<file path="config.mk">
export PLATFORM = sky130hd
export DESIGN_NAME = alu_issue_station
export DESIGN_NICKNAME = d
export VERILOG_FILES = /design/src/rtl/alu_issue_station.sv
export SDC_FILE = /design/constraint.sdc
export NUM_CORES = 1
export LEC_CHECK = 0
export BUFFER_PORTS_ARGS = -buffer_cell sky130_fd_sc_hd__buf_2
export CORE_ASPECT_RATIO = 0.5
export CORE_UTILIZATION = 57
export DETAILED_ROUTE_END_ITERATION = 10
export GPL_TIMING_DRIVEN = 0
export PLACE_DENSITY = 0.79
export SETUP_SLACK_MARGIN = 0.2
export SYNTH_ARGS = -nofsm -noshare
export SYNTH_HDL_FRONTEND = slang
export SYNTH_SLANG_ARGS = --single-unit
export TNS_END_PERCENT = 30
</file>
<file path="constraint.sdc">
create_clock -name clk -period 7.25 [get_ports clk]
set_input_delay 0.3625 -clock clk [delete_from_list [all_inputs] [get_ports clk]]
set_output_delay 0.3625 -clock clk [all_outputs]
set_load 0.02 [all_outputs]
</file>
<file path="src/rtl/alu_issue_station.sv">
// ALU reservation station: collapsing queue of decoded ops, 2-phase
// bundled-data issue to the ALU and result-broadcast wakeup.
module alu_issue_station #(
   parameter int DEPTH       = 4,
   parameter int SYNC_STAGES = 2
) (
   input  logic        clk,
   input  logic        rstn,
   input  logic        i_dispValid,
   output logic        o_dispReady,
   input  logic [3:0]  i_dispControl_4,
   input  logic [3:0]  i_dispTag_4,
   input  logic [4:0]  i_dispAreg_5,
   input  logic        i_dispSrc1Rdy,
   input  logic        i_dispSrc2Rdy,
   input  logic [31:0] i_dispSrc1Val_32,
   input  logic [31:0] i_dispSrc2Val_32,
   input  logic [3:0]  i_dispSrc1Tag_4,
   input  logic [3:0]  i_dispSrc2Tag_4,
   output logic        o_driveToAlu,
   input  logic        i_freeFromAlu,
   output logic [3:0]  o_controlToAlu_4,
   output logic [3:0]  o_tagToAlu_4,
   output logic [31:0] o_oprand1ToAlu_32,
   output logic [31:0] o_oprand2ToAlu_32,
   output logic [4:0]  o_aregToAlu_5,
   input  logic        i_driveFromAlu,
   output logic        o_freeToAlu,
   input  logic [31:0] i_resultFromAlu_32,
   input  logic [3:0]  i_indexFromAlu_4,
   output logic [2:0]  o_count_3,
   output logic        o_busy
);
   localparam int SW = (DEPTH > 1) ? $clog2(DEPTH) : 1;

   typedef struct packed {
      logic        rdy;
      logic [31:0] val;
      logic [3:0]  tag;
   } src_t;

   typedef struct packed {
      logic       valid;
      logic [3:0] ctrl;
      logic [3:0] tag;
      logic [4:0] areg;
      src_t       src1;
      src_t       src2;
   } entry_t;

   typedef enum logic {S_IDLE, S_WAIT} state_t;

   entry_t                 ent_q [DEPTH];
   entry_t                 ent_d [DEPTH];
   entry_t                 new_ent;
   entry_t                 sel_ent;
   state_t                 state_q;
   logic [SYNC_STAGES-1:0] drive_sync;
   logic [SYNC_STAGES-1:0] free_sync;
   logic                   rs;
   logic                   fs;
   logic                   res_fire;
   logic                   accept;
   logic                   issue;
   logic [DEPTH-1:0]       eligible;
   logic [SW-1:0]          sel;
   logic [2:0]             wr_slot;

   assign rs          = drive_sync[SYNC_STAGES-1];
   assign fs          = free_sync[SYNC_STAGES-1];
   assign res_fire    = rs != o_freeToAlu;
   assign o_dispReady = o_count_3 < 3'(DEPTH);
   assign accept      = i_dispValid & o_dispReady;
   assign o_busy      = state_q == S_WAIT;
   assign issue       = (state_q == S_IDLE) & (|eligible);
   assign wr_slot     = o_count_3 - {2'b0, issue};
   assign sel_ent     = ent_q[sel];

   always_comb begin
      eligible = '0;
      for (int i = 0; i < DEPTH; i++)
         eligible[i] = ent_q[i].valid & ent_q[i].src1.rdy & ent_q[i].src2.rdy;
   end

   always_comb begin
      sel = '0;
      for (int i = DEPTH-1; i >= 0; i--)
         if (eligible[i]) sel = SW'(i);
   end

   always_comb begin
      new_ent           = '0;
      new_ent.valid     = 1'b1;
      new_ent.ctrl      = i_dispControl_4;
      new_ent.tag       = i_dispTag_4;
      new_ent.areg      = i_dispAreg_5;
      new_ent.src1.rdy  = i_dispSrc1Rdy;
      new_ent.src1.val  = i_dispSrc1Val_32;
      new_ent.src1.tag  = i_dispSrc1Tag_4;
      new_ent.src2.rdy  = i_dispSrc2Rdy;
      new_ent.src2.val  = i_dispSrc2Val_32;
      new_ent.src2.tag  = i_dispSrc2Tag_4;
   end

   // Collapse first, then write dispatch, then wake on post-shift slots.
   always_comb begin
      for (int i = 0; i < DEPTH-1; i++)
         ent_d[i] = (issue && i >= int'(sel)) ? ent_q[i+1] : ent_q[i];
      ent_d[DEPTH-1] = issue ? '0 : ent_q[DEPTH-1];
      for (int i = 0; i < DEPTH; i++)
         if (accept && wr_slot == 3'(i)) ent_d[i] = new_ent;
      for (int i = 0; i < DEPTH; i++) begin
         if (res_fire && ent_d[i].valid) begin
            if (!ent_d[i].src1.rdy && ent_d[i].src1.tag == i_indexFromAlu_4) begin
               ent_d[i].src1.rdy = 1'b1;
               ent_d[i].src1.val = i_resultFromAlu_32;
            end
            if (!ent_d[i].src2.rdy && ent_d[i].src2.tag == i_indexFromAlu_4) begin
               ent_d[i].src2.rdy = 1'b1;
               ent_d[i].src2.val = i_resultFromAlu_32;
            end
         end
      end
   end

   always_ff @(posedge clk or negedge rstn) begin
      if (!rstn) begin
         for (int i = 0; i < DEPTH; i++) ent_q[i] <= '0;
         state_q           <= S_IDLE;
         drive_sync        <= '0;
         free_sync         <= '0;
         o_count_3         <= '0;
         o_freeToAlu       <= 1'b0;
         o_driveToAlu      <= 1'b0;
         o_controlToAlu_4  <= '0;
         o_tagToAlu_4      <= '0;
         o_oprand1ToAlu_32 <= '0;
         o_oprand2ToAlu_32 <= '0;
         o_aregToAlu_5     <= '0;
      end else begin
         drive_sync <= SYNC_STAGES'({drive_sync, i_driveFromAlu});
         free_sync  <= SYNC_STAGES'({free_sync, i_freeFromAlu});
         ent_q      <= ent_d;
         o_count_3  <= o_count_3 + {2'b0, accept} - {2'b0, issue};
         if (res_fire) o_freeToAlu <= rs;
         unique case (state_q)
            S_IDLE: begin
               if (issue) begin
                  o_controlToAlu_4  <= sel_ent.ctrl;
                  o_tagToAlu_4      <= sel_ent.tag;
                  o_aregToAlu_5     <= sel_ent.areg;
                  o_oprand1ToAlu_32 <= sel_ent.src1.val;
                  o_oprand2ToAlu_32 <= sel_ent.src2.val;
                  o_driveToAlu      <= ~o_driveToAlu;
                  state_q           <= S_WAIT;
               end
            end
            S_WAIT: begin
               if (fs == o_driveToAlu) state_q <= S_IDLE;
            end
         endcase
      end
   end
endmodule

</file>
== Word level (Yosys, flattened, before mapping) ==
Cells that the tools add are included.
Widths: inputs -> output; s select.

* Register bits: 439
* Output and inout port bits: 84
* Word-level logic and storage cells: 153

* Add/subtract/negate cells: 3
* Order comparisons: 5
* Equality and inequality tests: 13
* Mux-type cells: 34
* Bitwise gates (word level): 13
* Reduce and logical (&&, ||, !) cells: 34

{| class="wikitable"
|+ Operator list
! cell !! number
|-
| $mux 88 || 8
|-
| $mux 33 || 16
|-
| $bmux 88 s2 || 1
|-
| $mux 87 || 2
|-
| $eq 4x4->1 || 8
|-
| $logic_and 1x1->1 || 19
|-
| $and 1x1->1 || 10
|-
| $logic_not 1->1 || 8
|-
| $mux 2 || 4
|-
| $reduce_bool 2->1 || 4
|-
| $eq 3x2->1 const B || 2
|-
| $sub 3x1->3 || 2
|-
| $ge 1x2->1 const A || 2
|-
| $reduce_or 4->1 || 1
|-
| $add 3x1->3 || 1
|-
| $eq 3x1->1 const B || 1
|-
| $ge 3x3->1 const B || 1
|-
| $logic_not 3->1 || 1
|-
| $lt 3x3->1 const B || 1
|-
| $not 2->3 || 1
|-
| $ge 2x2->1 const A || 1
|-
| $mux 1 || 2
|-
| $not 1->1 || 2
|-
| $pmux 1 s2 || 1
|-
| 3 further kinds || 3
|}

== Longest topological paths before layout ==
Gate-level depths: netlist of run 1.

* Depth after elaboration: 14
* Gate-level depth with buffers: 16
* Mapped depth without buffers: 12

== Worst setup path before layout of run 1 ==
OpenSTA, ideal clock, no wires.

* Path kind: register -> register
* Start point: reg ent_q[161] in the netlist's numbering
* End point: reg ent_q[219] in the netlist's numbering
* Library setup time: 125 ps
* Data arrival time: 3588 ps
* Required time: 7125 ps
* Slack: 3537 ps
* Cell stages (with the launch flop): 17
* Period minus slack after synthesis: 3713 ps
* Cell sequence: dfrtp_1 nand3_1 a41o_1 clkinv_1 ha_1 ha_1 or4b_1 clkbuf_1 or2_0 buf_2 a31oi_1 xor2_1 nor3_1 and3_1 clkbuf_2 buf_4 mux2_2

{| class="wikitable"
|+ RTL lines
! element !! RTL line !! text
|-
| from (decl) || 53 || <nowiki>entry_t ent_q [DEPTH];</nowiki>
|-
| from (signal assigned) || 143 || <nowiki>ent_q <= ent_d;</nowiki>
|}

==> impl_metrics.json, run 1 <==
{
  "drtPass1Iterations": 9,
  "drc": 0,
  "die_area_um2": 44400,
  "fin_nets": 3477,
  "grt_max_degree": 121,
  "cts_made_buffers": 41,
  "drt_iter0_markers": 3890,
  "whs_ps": 54.9,
  "grt_overflow": 0,
  "max_clock_freq_mhz": 177,
  "vdd_drop_max_mv": 0.253,
  "cp.arrival_ps": 6110,
  "pre_cts_ws_ps": 1900,
  "synth_ff_type": "dfrtp_1",
  "initial_core_util": 0.584,
  "grt_use_total": 0.409,
  "synth_async_sr_flop_share": 1.00,
  "antenna_found_initial": 7,
  "path_max_fanout": 10,
  "finalWorstPathRequiredPeriod_ps": 5650,
  "syn_inst": 3087,
  "drtAntennaViolNets": 0,
  "critical_path_class": "flop to flop",
  "vias": 25400,
  "synth-seq-cells": 439,
  "hold_viol": 0,
  "hold_depth": 3,
  "p_per_area_nw_per_um2": 498,
  "grt_pass1_vias": 24000,
  "routed_wl_mm": 92.4,
  "postSynthNetCount": 3220,
  "leakagePower_nw": 13.2,
  "synthTopCellsByArea": "dfrtp_1 (44%), nand2_1 (14%), mux2_2 (10%)",
  "drive_above_1_share": 0.170,
  "io_pins": 212,
  "vias_per_cell": 6.41,
  "yosysSeqAreaShare": 0.443,
  "period_share": 0.780,
  "io_buffer_count": 207,
  "fin_setup_tns_ps": 0,
  "cts.path.max_buffers": 3,
  "final_common_cell": "nand2_1",
  "cp.required_ps": 7700,
  "cp-start-kind": "flop",
  "setup_viol": 0,
  "tightest_slew_ps": 1220,
  "core_area_um2": 42400,
  "syn_area_per_cell_um2": 8.03,
  "yosys.cell_types.count": 57,
  "synth_area_um2": 24800,
  "min_path_type": "input pin to flop",
  "status": "finished, final reports clean",
  "area_growth_syn_to_layout_pct": 13.3,
  "die_y_um": 149,
  "rows": 53,
  "synth_top_area_cell": "dfrtp_1",
  "post_cts_buffers": 0,
  "cts_root_buffer": "clkbuf_16",
  "die_x_um": 297,
  "rsz0062_at_grt": "false",
  "dpl.hpwl_mm": 63.8,
  "crit_path_end_kind": "flop",
  "fin_area_um2": 28100,
  "yosysTopAreaCellShare": 0.443,
  "wire_per_inst_um": 23.4,
  "final.setup.worst_slack_ps": 1600,
  "cts.sinks": 439,
  "layout_common_cells": "nand2_1 (899), nor2_1 (488), dfrtp_1 (439)",
  "placed_area_um2": 26700,
  "grt_pass1_wl_mm": 139,
  "fin_skew_ps": 30.2,
  "dp_cells": 3875,
  "synth_edf_count": 0,
  "cap_violations": 0,
  "ys.warnings.count": 0,
  "instances_no_fill": 3958,
  "cts_tree": "yes",
  "clkTransAtPathRegs_ps": 70,
  "clk_latency_ps": 590,
  "drv_slew": 0,
  "relSlewSlack": 0.183,
  "htree_levels": 2,
  "gp_congestion": 1.02,
  "rr_worst_depth": 14
}
cells in the mapped netlist, drive strengths merged (3+ instances only):
cell type	instances
mux2i	14
ha	4
mux2	260
nor2b	3
a31oi	246
and4b	3
and2	5
o2bb2ai	7
xor2	13
nor3	13
xnor2	24
and3	5
nand4b	4
o21ai	255
a21oi	15
clkbuf	180
nor2	490
nand3	92
or2	3
buf	66
dfrtp	439
o211ai	4
inv	13
nand4	5
nand2	899
final timing paths:
| kind | from | end | slack (ps) |
|---|---|---|---|
| hold reg to reg | drive_sync[0] | drive_sync[1] | 360 |
| max in group asynchronous | rstn | ent_q[349] | 5370 |
| setup reg to reg | ent_q[351] | ent_q[325] | 1600 |
| setup / recovery | ent_q[351] | ent_q[325] | 1600 |
| min in group asynchronous | rstn | o_oprand2ToAlu_32[14] | 150 |
| hold / removal | i_dispTag_4[1] | ent_q[80] | 50 |
power by group:
group / switching [mW] / total, mW / internal (mW)
Combinational: 4.49 / 7.25 / 2.76
Clock: 1.03 / 2.30 / 1.27
Sequential: 0.806 / 4.42 / 3.61
metrics by stage:
| step | power [mW] | util |
|---|---|---|
| 2_1_floorplan | 9.09 | - |
| 3_3_place_gp | 11.1 | 0.625 |
| 5_1_grt | 14.7 | 0.661 |
| 3_5_place_dp | 11.4 | 0.628 |
| 4_1_cts | 13.7 | 0.661 |
| 6_report | 14.0 | 0.661 |
logic make-up after synthesis:
family                     Yosys count  synth area share
and+or+nand+nor                   1530             0.244
AOI/OAI and AO/OA                  541             0.126
DFF                                439             0.443
muxes                              274             0.128
buffers and inverters              261            0.0432
xor gates and xnor gates            37            0.0131
adders and majority gates            5           0.00283
worst max-delay path: stages, from the launching register on:
cell and delay [ps]:
dfrtp_1 430, nand3_1 200, a41o_1 310, clkinv_1 310, ha_1 420, and4bb_2 270
nand2_1 160, buf_1 750, mux2i_1 360, xnor2_1 100, nor4_1 660, nor2b_1 220
clkbuf_1 600, buf_4 370, mux2_2 370
final cells by class:
type                    instances  area [µm²]
inverters                      15        56.3
diodes                          6        15.0
plain buffers                 246        1010
fillers                      3624       14400
repair buffers                214        1190
multi-input cells            2387       12700
well taps                     577         722
clock buffers                  58        1200
clock inverters                16         169
flip-flops and latches        439       11000
repair_timing:
item | 4_1_cts | 5_1_grt
hold endpoints to repair | 238 | 0
hold buffers | 3 | 0
gates resized for setup | 0 | 0
setup endpoints to repair | 0 | 0
routing by layer:
layer	GRT usage	part of all wire
met3	0.121	0.14
met1	0.540	0.39
met5	0.00541	0.0010
met2	0.610	0.42
met4	0.213	0.054
state kept, by name (all words and copies together) (netlist names):
register           cells
o_busy                 1
o_freeToAlu            1
ent_q                352
o_aregToAlu_5          5
free_sync              2
o_driveToAlu           1
o_controlToAlu_4       4
o_oprand1ToAlu_32     32
o_count_3              3
o_tagToAlu_4           4
o_oprand2ToAlu_32     32
drive_sync             2
No activity file was read; power rests on OpenSTA's default activity.
==> inputs of run 2 (changes only) <==
Settings changed: CORE_UTILIZATION 57 to 55.
Clock period 7.25 ns to 5.2 ns, I/O delays scaled along.
==> impl_metrics.json, run 2 (synthesized netlist as in run 1, its figures left out) <==
{
  "status": "finished, final reports clean",
  "cp.required_ps": 5590,
  "seq_area_um2": 11000,
  "max_clock_freq_mhz": 195,
  "drtPass1Iterations": 7,
  "clkTransAtPathRegs_ps": 70,
  "clk_latency_ps": 590,
  "cts_root_buffer": "clkbuf_16",
  "tightest_slew_ps": 1190,
  "routed_wl_mm": 94.4,
  "die_area_um2": 46000,
  "period_share": 0.988,
  "dpl.hpwl_mm": 64.9,
  "fillers": 3800,
  "antenna_found_initial": 9,
  "whs_ps": 7.14,
  "area_growth_syn_to_layout_pct": 14.0,
  "p_per_area_nw_per_um2": 692,
  "grt_pass1_wl_mm": 143,
  "top_register": "ent_q",
  "finalWorstPathRequiredPeriod_ps": 5140,
  "drtAntennaViolNets": 0,
  "hold_viol": 0,
  "rows": 54,
  "min_path_type": "input pin to flop",
  "grt_max_degree": 118,
  "leakagePower_nw": 13.2,
  "rsz0062_at_grt": "true",
  "cts.path.max_buffers": 3,
  "vdd_drop_max_mv": 0.309,
  "drt_iter0_markers": 3860,
  "fin_nets": 3493,
  "gp_congestion": 1.01,
  "grt_overflow": 0,
  "multiInputGateArea_um2": 12700,
  "timing.rr.start": "ent_q[351]",
  "rrSetupSlack_ps": 60,
  "path_max_fanout": 11,
  "fin_util": 0.642,
  "grt_use_total": 0.405,
  "vias_per_cell": 6.42,
  "layout_common_cells": "nand2_1 (899), nor2_1 (488), dfrtp_1 (439)",
  "io_pins": 212,
  "cts_tree": "yes",
  "wire_per_inst_um": 23.7,
  "htree_levels": 2,
  "reg2reg_to": "ent_q[344]",
  "die_y_um": 152,
  "crit_path_end_kind": "flop",
  "drc": 0,
  "vias": 25600,
  "grt_pass1_vias": 24500,
  "rr_worst_depth": 11,
  "setup_viol": 0,
  "cap_violations": 0,
  "io_buffer_count": 207,
  "core_area_um2": 44000,
  "fin_skew_ps": 26.3,
  "relSlewSlack": 0.203,
  "cp-start-kind": "flop",
  "crit_start": "ent_q[351]",
  "drive_above_1_share": 0.172,
  "critPathCapture": "ent_q[344]",
  "critical_path_class": "flop to flop",
  "top_regs": "ent_q: 352 flops, o_oprand1ToAlu_32: 32 flops, o_oprand2ToAlu_32: 32 flops",
  "pre_cts_ws_ps": -161,
  "largest_reg_flops": 352,
  "final.setup.worst_slack_ps": 62.5,
  "initial_core_util": 0.563,
  "totalPowerFinal_mw": 19.5,
  "drv_slew": 0,
  "cts_made_buffers": 42,
  "cts.sinks": 439,
  "fin_setup_tns_ps": 0,
  "die_x_um": 302,
  "final_common_cell": "nand2_1",
  "cp.arrival_ps": 5530
}
-- run 2: cell count changes in the layout (fill, tap and decap cells not counted), moves of 3 or more --
cell,before,now
dlygate4sd3_1,3,16
clkbuf_2,2,11
clkinv_2,11,5
clkbuf_1,185,181
diode_2,6,10
clkbuf_16,42,45
-- run 2: worst min-delay path by stage --
stage | start | cells past startpoint | slack, ps | end
3_5_place_dp | rstn | 1 | 330 | ent_q[138]
3_3_place_gp | drive_sync[0] | 0 | 330 | drive_sync[1]
6_report | i_dispAreg_5[0] | 3 | 7 | ent_q[162]
5_1_grt | i_dispTag_4[3] | 3 | 20 | ent_q[82]
2_1_floorplan | rstn | 0 | -40 | drive_sync[0]
4_1_cts | i_dispTag_4[3] | 3 | 0.2 | ent_q[82]
-- run 2: what timing repair did --
action	4_1_cts	5_1_grt
setup endpoints to repair	92	266
pin swaps	0	1
resized for setup	3	20
endpoints found under the hold margin	107	0
setup buffers	0	2
hold buffers	16	0
-- run 2: final cells by class --
type                    count  share of cell area
clock inverters             7             0.00221
repair buffers            229              0.0471
diodes                     10            0.000886
inverters                  15             0.00213
well taps                 588              0.0260
flip-flops and latches    439               0.389
multi-input cells        2387               0.451
plain buffers             246              0.0367
clock buffers              64              0.0452
-- run 2: power breakdown --
group / total, mW / internal (mW) / leakage, nW / switching, mW
sequential: 6.19 / 5.04 / 5.49 / 1.15
combinational: 10.2 / 3.87 / 7.09 / 6.30
clock: 3.19 / 1.74 / 0.659 / 1.45
total: 19.5 / 10.6 / 13.2 / 8.89
-- run 2: per-stage QoR --
step           instance area, µm²  std cells
4_1_cts                     28200       3973
3_3_place_gp                26600       3882
5_1_grt                     28200       3983
3_5_place_dp                26700       3886
6_report                    28200       3985
2_1_floorplan               24800       3087
-- run 2: worst max-delay path: stages, from the launching register on --
cell             delay (ps)
dfrtp_1                 430
nand3_1                 200
a41o_1                  350
clkinvlp_4              280
ha_1                    370
and4bb_2                260
nand2_1                 180
clkdlybuf4s15_2         530
clkbuf_1                810
clkbuf_1                620
clkbuf_1                710
a31oi_1                 170
-- run 2: per-layer routing --
metal	wire (µm)	up-vias	global-route usage	part of all wire
li1	-	10900	-	-
met1	36600	12300	0.559	0.39
met2	40200	1998	0.592	0.43
met3	12800	411	0.107	0.14
met4	4850	0	0.198	0.051
met5	0	-	0	0
